File: src/rtl/sid_bus_frontend.sv
// SID-style bus front end: samples the asynchronous 6502-style bus into sys_clk,
// emits clk_en/wr_strobe pulses and latched write data, plus power-on and warm-boot control.
// Optional macro SID_READBACK_EN enables driving rd_data back onto data_pad during reads.
module sid_bus_frontend #(
  parameter int POR_BITS = 16
) (
  input  logic       sys_clk,
  input  logic       rst_n,
  input  logic       phi2,
  input  logic       cs_n,
  input  logic       rw,
  input  logic [4:0] addr,
  inout  wire  [7:0] data_pad,
  input  logic [7:0] rd_data,
  input  logic       bootloader_req,
  output logic       clk_en,
  output logic       wr_strobe,
  output logic [4:0] bus_addr,
  output logic [7:0] bus_data,
  output logic       por_rst,
  output logic       boot
);

  logic                r_phi2_q;
  logic                r_cs_n_q;
  logic                r_rw_q;
  logic [4:0]          r_addr_q;
  logic [7:0]          r_data_q;
  logic                r_phi2_prev;
  logic                r_clk_en;
  logic                r_wr_strobe;
  logic [4:0]          r_bus_addr;
  logic [7:0]          r_bus_data;
  logic [POR_BITS-1:0] r_por_cnt;
  logic                r_por_rst;
  logic                r_boot;

  logic                w_fall;
  logic                w_wr;

  assign w_fall = r_phi2_prev & ~r_phi2_q;
  assign w_wr   = w_fall & ~r_cs_n_q & ~r_rw_q & ~r_por_rst;

  // Input stage: every pad signal passes through exactly one register before use.
  always_ff @(posedge sys_clk or negedge rst_n) begin
    if (!rst_n) begin
      r_phi2_q    <= 1'b0;
      r_cs_n_q    <= 1'b0;
      r_rw_q      <= 1'b0;
      r_addr_q    <= '0;
      r_data_q    <= '0;
      r_phi2_prev <= 1'b0;
    end else begin
      r_phi2_q    <= phi2;
      r_cs_n_q    <= cs_n;
      r_rw_q      <= rw;
      r_addr_q    <= addr;
      r_data_q    <= data_pad;
      r_phi2_prev <= r_phi2_q;
    end
  end

  always_ff @(posedge sys_clk or negedge rst_n) begin
    if (!rst_n) begin
      r_clk_en    <= 1'b0;
      r_wr_strobe <= 1'b0;
      r_bus_addr  <= '0;
      r_bus_data  <= '0;
    end else begin
      r_clk_en    <= w_fall & ~r_por_rst;
      r_wr_strobe <= w_wr;
      if (w_wr) begin
        r_bus_addr <= r_addr_q;
        r_bus_data <= r_data_q;
      end
    end
  end

  // Counter saturates once its top bit sets; por_rst follows that bit one cycle later.
  always_ff @(posedge sys_clk or negedge rst_n) begin
    if (!rst_n) begin
      r_por_cnt <= '0;
      r_por_rst <= 1'b1;
      r_boot    <= 1'b0;
    end else begin
      if (!r_por_cnt[POR_BITS-1])
        r_por_cnt <= r_por_cnt + 1'b1;
      r_por_rst <= ~r_por_cnt[POR_BITS-1];
      r_boot    <= r_boot | bootloader_req;
    end
  end

`ifdef SID_READBACK_EN
  logic       r_rd_oe;
  logic [7:0] r_rd_q;

  always_ff @(posedge sys_clk or negedge rst_n) begin
    if (!rst_n) begin
      r_rd_oe <= 1'b0;
      r_rd_q  <= '0;
    end else begin
      r_rd_oe <= r_phi2_q & ~r_cs_n_q & r_rw_q & ~r_por_rst;
      r_rd_q  <= rd_data;
    end
  end

  assign data_pad = r_rd_oe ? r_rd_q : 8'bz;
`else
  logic w_unused_rd;

  assign w_unused_rd = ^rd_data;
  assign data_pad    = 8'bz;
`endif

  assign clk_en    = r_clk_en;
  assign wr_strobe = r_wr_strobe;
  assign bus_addr  = r_bus_addr;
  assign bus_data  = r_bus_data;
  assign por_rst   = r_por_rst;
  assign boot      = r_boot;

endmodule

File: config.mk
export PLATFORM = sky130hd
export DESIGN_NAME = sid_bus_frontend
export DESIGN_NICKNAME = d
export VERILOG_FILES = /design/src/rtl/sid_bus_frontend.sv
export SDC_FILE = /design/constraint.sdc
export NUM_CORES = 1
export LEC_CHECK = 0
export BUFFER_PORTS_ARGS = -buffer_cell sky130_fd_sc_hd__buf_2
export CAP_MARGIN = 10
export CORE_MARGIN = 1.5
export CORE_UTILIZATION = 30
export CTS_CLUSTER_SIZE = 40
export DETAILED_ROUTE_END_ITERATION = 12
export GPL_TIMING_DRIVEN = 0
export HOLD_SLACK_MARGIN = 0.12
export PLACE_DENSITY = 0.52
export RECOVER_POWER = 25
export SYNTH_ARGS = -nofsm -noshare
export SYNTH_HDL_FRONTEND = slang
export SYNTH_SLANG_ARGS = --single-unit
File: constraint.sdc
create_clock -name sys_clk -period 2.2 [get_ports sys_clk]
set_input_delay 0.33 -clock sys_clk [delete_from_list [all_inputs] [get_ports sys_clk]]
set_output_delay 0.33 -clock sys_clk [all_outputs]
set_load 0.03 [all_outputs]
==> results.json <==
{
  "max_freq_ghz": 0.701,
  "io_buffers": 27,
  "critPathLaunchType": "flop",
  "clock_sinks": 36,
  "yosys_register_bits": 36,
  "n_antenna_cell": 0,
  "die_w_um": 73.7,
  "grt_setup_unrepaired": "no",
  "drt_wl_total_um": 2400,
  "grt-ovfl-total": 0,
  "ios": 44,
  "gp_congestion": 0.644,
  "drive_above_1_share_pct": 40.4,
  "finalSetupTns_ps": 0,
  "grt_pass1_vias": 894,
  "cellPowerDensity_nw_per_um2": 693,
  "cts_setup_buffers": 0,
  "num_rows": 25,
  "ctsHtreeMaxLevel": 2,
  "num_vias": 891,
  "grt_pass1_wl_um": 4010,
  "die_h_um": 73.7,
  "cp_data_required_time_ps": 2410,
  "netlist_instances": 108,
  "route.detailed.drc": 0,
  "drv_slew": 0,
  "synth_warnings": 0,
  "worstPathCellList": "ha_1, nand3b_1, nor4_2, xor2_1",
  "viasPerCell": 4.09,
  "synth_cell_types": 27,
  "hold_path_class": "in -> async",
  "core_area_um2": 4750,
  "worst_ir_drop_vdd_v": 0.000197,
  "clockBufferDepth": 2,
  "path_class": "reg -> reg",
  "maxCapViolations": 0,
  "hold_viol": 0,
  "grt_util_all_layers_pct": 9.84,
  "holdWs_ps": 124,
  "worst_pin_slew_ps": 778,
  "setup_violations": 0,
  "ant_nets": 0,
  "skew_ps": 4.46,
  "post-route-util_pct": 39.1,
  "wire_per_inst_um": 11.0,
  "crit_path_max_fanout": 5,
  "worst_setup_path_end_kind": "flop",
  "dp_hpwl_um": 1700,
  "relSlewSlack_pct": 48.2,
  "root_buffer": "clkbuf_8",
  "cp_slowest_stage_delay_ps": 470,
  "antenna_found_initial": 0,
  "cp_slowest_cell": "dfrtp_1",
  "r2r_setup_slack_ps": 770,
  "initial_utilization_pct": 31.6,
  "cts_hold_buf": 0,
  "cts_tree": "yes",
  "die-area_um2": 5430,
  "grt_max_degree": 37,
  "drtPass1Iterations": 4,
  "arrival_ps": 1630,
  "clk_latency_ps": 280,
  "finalCriticalPeriod_ps": 1430,
  "avgSynthCellArea_um2": 13.9,
  "finalCritPeriodShare_pct": 64.8,
  "cts_resized": 0,
  "fin_nets": 170,
  "drtIter0Drc": 36,
  "clkSlewWorstSetupHoldPaths_ps": 70,
  "yosysSeqAreaShare_pct": 60.1,
  "outcome": "finished, final reports clean",
  "leakage_nw": 0.979,
  "numCtsBuffers": 5,
  "netlist_area_um2": 1500,
  "area_delta_synth_final_pct": 23.8
}
critical path, delay by kind of cell (launching register included):
kind	cells	cell delay, ps
adder cells (fa/ha/maj)	1	210
flip-flops	1	470
XOR/XNOR	1	170
AND/OR/NAND/NOR	2	510
layout make-up:
class | count | area (µm²)
sequential | 36 | 902
buffer | 16 | 124
timing repair buffer | 27 | 135
tap | 67 | 83.8
multi-input combinational | 62 | 497
clock buffer | 6 | 72.6
fill | 473 | 2900
inverter | 2 | 7.51
clock inverter | 2 | 35.0
where the power goes:
part           switching, W  leakage [nW]  total (W)  internal, W
Combinational     0.0000344         0.468  0.0000507    0.0000163
Clock              0.000226        0.0552   0.000562     0.000336
Sequential       0.00000227         0.455   0.000673     0.000671
metrics by stage:
stage                     cell area, µm²  std cells  worst slack (ps)  power (W)
after floorplan                     1530        116               875   0.000715
after global placement              1750        210               768   0.000736
after detailed placement            1750        210               776   0.000737
after CTS                           1860        218               745    0.00131
after global routing                1860        218               591    0.00133
final                               1860        218               774    0.00129
synthesized netlist by cell type:
cell      number  share of area, %
a41o_1         1              0.67
buf_4         15               7.5
buf_6          1              0.75
conb_1         1              0.25
dfrtp_1       35                58
dfstp_2        1               1.8
ha_1           1              0.83
inv_1          2              0.50
mux2_1         6               4.5
mux2_2         1              0.75
nand2_1        6               1.5
nand3_1        2              0.67
nand3_2        1              0.67
nand3b_1       1              0.50
nand3b_4       1               1.3
nand4_1        3               1.3
nand4_4        1               1.4
nor2_1         3              0.75
nor2b_1        1              0.42
nor3_1         3               1.0
nor3b_2        1              0.83
nor4_1         1              0.42
nor4_2         4               3.3
nor4_4         1               1.4
or2_2          1              0.42
xnor2_1        3               1.8
xor2_1        11               6.4
registers in the layout (all words and copies together), names as in the netlist:
name / count
boot: 1
bus_addr: 5
bus_data: 1
clk_en: 1
por_rst: 1
r_addr_q: 5
r_cs_n_q: 1
r_data_q: 1
r_phi2_prev: 1
r_phi2_q: 1
r_por_cnt: 16
r_rw_q: 1
wr_strobe: 1
layer usage:
layer | track usage (%) | wire length [µm] | vias to the layer above
li1 | - | - | 424
met1 | 11.2 | 995 | 436
met2 | 15.7 | 1210 | 29
met3 | 4.94 | 177 | 2
met4 | 3.91 | 17 | 0
met5 | 0 | 0 | -
cells by family after synthesis:
kind of cell | count (synthesis) | synth area share (%)
XOR/XNOR | 14 | 8.17
other | 1 | 0.250
flip-flops | 36 | 60.1
AND/OR/NAND/NOR | 30 | 15.9
AO/OA/AOI/OAI | 1 | 0.667
multiplexers | 7 | 5.25
adder cells (fa/ha/maj) | 1 | 0.834
buffers and inverters | 18 | 8.76
layout by cell type (no fill, tap or decap), types with 2 or more instances in the layout:
cell type and instances:
nand2_1 6, dfrtp_1 35, xor2_1 11, xnor2_1 3, mux2_1 6, conb_1 9, nor2_1 3, inv_1 2
nand3_1 2, nand4_1 3, buf_2 27, nor3_1 3, nor4_2 4, buf_4 15, clkbuf_8 5
worst paths after layout:
kind	start	endpoint	cells past startpoint
hold / removal	rst_n	bus_addr[0]	1
hold reg to reg	r_phi2_q	r_phi2_prev	0
min in group sys_clk	phi2	r_phi2_q	1
setup / recovery	r_por_cnt[0]	r_por_cnt[12]	4
max in group asynchronous	rst_n	r_por_cnt[1]	1
setup reg to reg	r_por_cnt[0]	r_por_cnt[12]	4
(Power assumes the default switching activity.)
